**src/rtl/audio_i2s_out.sv**
```systemverilog
// audio_i2s_out: boxcar-decimates the 3 MHz unsigned mixer stream to 48 kHz signed
// samples and serialises each one as a mono I2S frame (same word on left and right).
module audio_i2s_out #(
    parameter int BCLK_HALF = 8
) (
    input  logic        clk,
    input  logic        rst_n,
    input  logic        clk_3MHz_en,
    input  logic        clk_48KHz_en,
    input  logic [15:0] in,
    output logic [15:0] sample,
    output logic        sample_valid,
    output logic        i2s_bclk,
    output logic        i2s_lrclk,
    output logic        i2s_data
);

    localparam int               DIV_W    = (BCLK_HALF > 1) ? $clog2(BCLK_HALF) : 1;
    localparam logic [DIV_W-1:0] DIV_LAST = DIV_W'(BCLK_HALF - 1);

    logic [20:0]      r_acc;
    logic [5:0]       r_acc_cnt;
    logic [15:0]      r_sample;
    logic             r_sample_valid;

    logic [DIV_W-1:0] r_div_cnt;
    logic             r_bclk;
    logic [4:0]       r_slot;
    logic             r_lrclk;
    logic             r_data;
    logic [15:0]      r_tx_word;

    logic             w_window_full;
    logic             w_div_wrap;
    logic             w_bclk_fall;
    logic [4:0]       w_next_slot;
    logic [4:0]       w_bit_slot;
    logic [3:0]       w_bit_idx;
    logic [15:0]      w_next_word;

    // acc_cnt saturates at 32, so bit 5 alone marks a complete window.
    assign w_window_full = r_acc_cnt[5];

    assign w_div_wrap  = (r_div_cnt == DIV_LAST);
    assign w_bclk_fall = w_div_wrap && r_bclk;
    assign w_next_slot = r_slot + 5'd1;
    assign w_bit_slot  = w_next_slot - 5'd1;
    assign w_bit_idx   = ~w_bit_slot[3:0];
    // Slot 1 starts a new word, so its MSB comes straight from the sample register.
    assign w_next_word = (w_next_slot == 5'd1) ? r_sample : r_tx_word;

    always_ff @(posedge clk or negedge rst_n) begin
        // NOTE: every register, including the accumulator, is cleared by the async
        // reset so a reset mid-window never leaks a partial sum into the next one.
        if (!rst_n) begin
            r_acc          <= '0;
            r_acc_cnt      <= '0;
            r_sample       <= '0;
            r_sample_valid <= 1'b0;
        end else begin
            // NOTE: default-low assignment first makes sample_valid a single-clk pulse.
            r_sample_valid <= 1'b0;
            if (clk_48KHz_en) begin
                if (w_window_full) begin
                    r_sample       <= r_acc[20:5] ^ 16'h8000;
                    r_sample_valid <= 1'b1;
                end
                if (clk_3MHz_en) begin
                    r_acc     <= {5'd0, in};
                    r_acc_cnt <= 6'd1;
                end else begin
                    r_acc     <= '0;
                    r_acc_cnt <= '0;
                end
            end else if (clk_3MHz_en && !w_window_full) begin
                r_acc     <= r_acc + {5'd0, in};
                r_acc_cnt <= r_acc_cnt + 6'd1;
            end
        end
    end

    always_ff @(posedge clk or negedge rst_n) begin
        if (!rst_n) begin
            r_div_cnt <= '0;
            r_bclk    <= 1'b0;
            r_slot    <= '0;
            r_lrclk   <= 1'b0;
            r_data    <= 1'b0;
            r_tx_word <= '0;
        end else begin
            if (w_div_wrap) begin
                r_div_cnt <= '0;
                r_bclk    <= ~r_bclk;
            end else begin
                r_div_cnt <= r_div_cnt + DIV_W'(1);
            end
            if (w_bclk_fall) begin
                r_slot  <= w_next_slot;
                r_lrclk <= w_next_slot[4];
                r_data  <= w_next_word[w_bit_idx];
                if (w_next_slot == 5'd1) begin
                    r_tx_word <= r_sample;
                end
            end
        end
    end

    assign sample       = r_sample;
    assign sample_valid = r_sample_valid;
    assign i2s_bclk     = r_bclk;
    assign i2s_lrclk    = r_lrclk;
    assign i2s_data     = r_data;

endmodule
```
**config.mk**
```make
export PLATFORM = sky130hd
export DESIGN_NAME = audio_i2s_out
export DESIGN_NICKNAME = d
export VERILOG_FILES = /design/src/rtl/audio_i2s_out.sv
export SDC_FILE = /design/constraint.sdc
export NUM_CORES = 1
export LEC_CHECK = 0
export BUFFER_PORTS_ARGS = -buffer_cell sky130_fd_sc_hd__buf_2
export CORE_ASPECT_RATIO = 1.75
export CORE_MARGIN = 3
export CORE_UTILIZATION = 36
export DETAILED_ROUTE_END_ITERATION = 6
export PLACE_DENSITY = 0.63
export SKIP_LAST_GASP = 1
export SLEW_MARGIN = 10
export SYNTH_ARGS = -nofsm -noshare
export SYNTH_HDL_FRONTEND = slang
export SYNTH_SLANG_ARGS = --single-unit
```
**constraint.sdc**
```tcl
create_clock -name clk -period 3.3 [get_ports clk]
set_input_delay 0.33 -clock clk [delete_from_list [all_inputs] [get_ports clk]]
set_output_delay 0.33 -clock clk [all_outputs]
set_load 0.01 [all_outputs]
```
==> results.md <==
- First DRT Iteration DRCs: 138
- Post-synth EDFFs: 0
- Crit end category: register
- Post-Syn Nets: 428
- Reg2Reg Setup Slack: 0.72 ns
- IO Count: 40
- GRT Total Usage: 15.20%
- Top post-synthesis cells by area: dfrtp_1, mux2_2, ha_1, mux4_2, nand2_1
- Initial Utilization: around 37%
- Hold Path Class: in -> async
- Total Power: 0.002299 W
- Crit-path max FO: 13
- Hold-fix buffers, CTS: 0
- Synthesis warning total: 0
- Filler instances: 1105
- Gate power share: 17.7%
- Switch share: 28.08%
- Worst-Margin Slew: 0.8961 ns
- Int Power: 0.001653 W
- Die height: approximately 150 um
- Global route overflow: 0
- Routed WL per cell: 16.50 um
- Clock-pin slew on the worst setup and hold paths: 0.06 ns
- Final min period: 2.584 ns
- RR Endpoint: i2s_data
- Vias in the first global route: 3295
- Clock latency on the worst-skew pair: between 0.3 and 0.4 ns
- Setup TNS: 0 ns
- WHS: 0.01295 ns
- Slew Viols, Final: 0
- Req. time, crit path: approximately 3.5 ns
- F_max: 387.0 MHz
- Cell Pwr Density: between 400 and 500 nW/um^2
- Reg power frac: between 40% and 50%
- Final net count: between 400 and 500
- Mapped Avg Cell Area: 10.83 um^2
- Synth Flop Type: dfrtp_1
- Final Hold Viols: 0
- CTS resizes: 0
- Die footprint: 12960 um^2
- Global-route wire length before repair: between 15000 and 20000 um
- Mapped Area: 4170 um^2
- H-tree levels: 3
- Area leader, netlist: dfrtp_1
- Critical path class: reg -> reg
- CTS Sinks: 70
- ANT cells: 0
- Reg2Reg Depth: 8
- Initial antenna violation count: 0
- Mapped Cells: 385
- Sequential share of the synthesized area: ~42%
- Period Utilization, post-route: 78.29%
- RSZ-0062 raised after global routing: no
- NetSw: 0.0006456 W
- CTS max path bufs: 2
- Slew HR: 40.04%
- Synth Register Bits: 70
- Worst r2r src: r_slot[1]
- Pin count of the biggest net entering global routing: 71
- Core ar.: 11230 um^2
- Fin Clk Skew: between 0.005 and 0.006 ns
- Vias: 3154
- DRT Wirelength: 9208 um
- Post-detail-place hpwl: between 6000 and 7000 um
- CTS tree: done
- Setup Fix Bufs, Post-CTS: 0
- Root Buffer: clkbuf_16
- Port bufs: 39
- Clock power frac: a little over two fifths
- CP Data Arrival Time: 2.79 ns
- DRT antenna net count: 0
- P&R area growth vs syn: 14.85%
- DIE WIDTH: 87.36 um
- Reg area: between 1500 and 2000 um^2
- Multi-input logic area: 2302 um^2
- Final GP Congestion: 0.8682
- # Max-Cap Violations: 0
- Share of the synthesized area in the top cell type: approximately 42%
- Num CTS Buffers: 9
- Setup Viol. Count Final: 0
- Worst setup SP type: register
- Share of cells above drive strength 1: 26.53%
- Critical Path Start: r_slot[1]
- Synth cell types: 61
- Site row count: 51
- Detailed-router iteration count before antenna repair: 6
- Max VDD drop: 0.0002724 V
- Status: finished, final reports clean
- Leakage: around 2.4 nW
- Vias/cell: 5.652
- Async SR Flop Fraction: 100.0%
- Remaining routing DRC violations: 0
-- per-stage QoR --
step	instance area, um^2	worst slack (ns)	utilization (%)	cells
floorplan	4170	0.9471	-	385
global placement	4491	0.7238	39.98	542
detailed placement	4491	0.6981	39.98	542
CTS	4790	0.6966	42.65	558
global route	4790	0.5871	42.65	558
finish	4790	0.7163	42.65	558
-- power groups by stage --
stage	Sequential [W]	Combinational [W]	Clock [W]
5_1_grt	0.000932	0.000458	0.00103
3_3_place_gp	0.000939	0.000397	0
4_1_cts	0.000926	0.000408	0.000991
2_1_floorplan	0.000931	0.000299	0
3_5_place_dp	0.000942	0.000405	0
6_report	0.000926	0.000407	0.000965
-- worst max-delay path by stage --
stage | slack (ns) | end | cells past startpoint
CTS | 0.70 | i2s_data | 8
floorplan | 0.95 | r_acc[20] | 8
global route | 0.59 | r_acc[16] | 8
global placement | 0.72 | r_acc[20] | 9
finish | 0.72 | i2s_data | 8
detailed placement | 0.70 | r_acc[20] | 9
-- synthesized netlist by cell type, drive strengths merged, types with 8 or more instances --
master,instances
a21o,10
a21oi,13
a22o,9
and3,8
clkbuf,13
dfrtp,70
ha,22
mux2,38
nand2,32
nand3,9
nor2,20
o21ai,26
xnor2,9
xor2,8
-- kinds of logic (layout without fill, tap and decap cells) --
group,Yosys count,after routing,synth area share [%]
buffers and inverters,26,67,2.790
DFF,70,70,42.00
and+or+nand+nor,94,94,11.04
xor gates and xnor gates,17,17,3.751
muxes,49,49,15.00
AOI/OAI and AO/OA,106,106,18.33
adders and majority gates,23,23,7.081
-- layer usage --
layer	vias to the layer above	wire length (um)	track usage [%]
met5	-	0	0
met2	71	4947	27.19
met4	0	321	7.834
met1	1549	3662	16.65
li1	1509	-	-
met3	25	276	2.661
-- cells in the final DEF (no fill, tap or decap), types with 5 or more instances in the layout --
master / n
a21oi_1: 13
xnor2_1: 8
ha_1: 22
and3_1: 8
dfrtp_1: 70
xor2_1: 8
nor2_1: 19
nand3_1: 9
a21o_1: 10
o211ai_1: 5
o21ai_0: 23
inv_1: 7
buf_2: 39
clkbuf_16: 9
nor2b_1: 7
nand2_1: 31
mux4_2: 7
a22o_1: 9
mux2_2: 35
-- critical path, cell delays in order (launching register included) --
cell      delay, ns
dfrtp_1        0.49
inv_1          0.10
ha_1           0.51
or3b_2         0.52
a21boi_0       0.17
o21ai_0        0.13
xnor2_1        0.31
o31a_1         0.18
o21ai_1        0.06
-- final cells by class --
cell class / count / area share (%)
tap: 132 / 3.448
clock inverter: 7 / 1.541
sequential: 70 / 36.57
clock buffer: 9 / 4.702
inverter: 7 / 0.5486
timing repair buffer: 44 / 5.120
multi-input combinational: 289 / 48.07
-- flip-flops by register name, indices dropped and copies added (netlist names) --
name / flops
i2s_bclk: 1
i2s_data: 1
r_acc: 21
r_acc_cnt: 6
r_div_cnt: 3
r_slot: 5
r_tx_word: 16
sample: 16
sample_valid: 1
(Power assumes the default switching activity.)
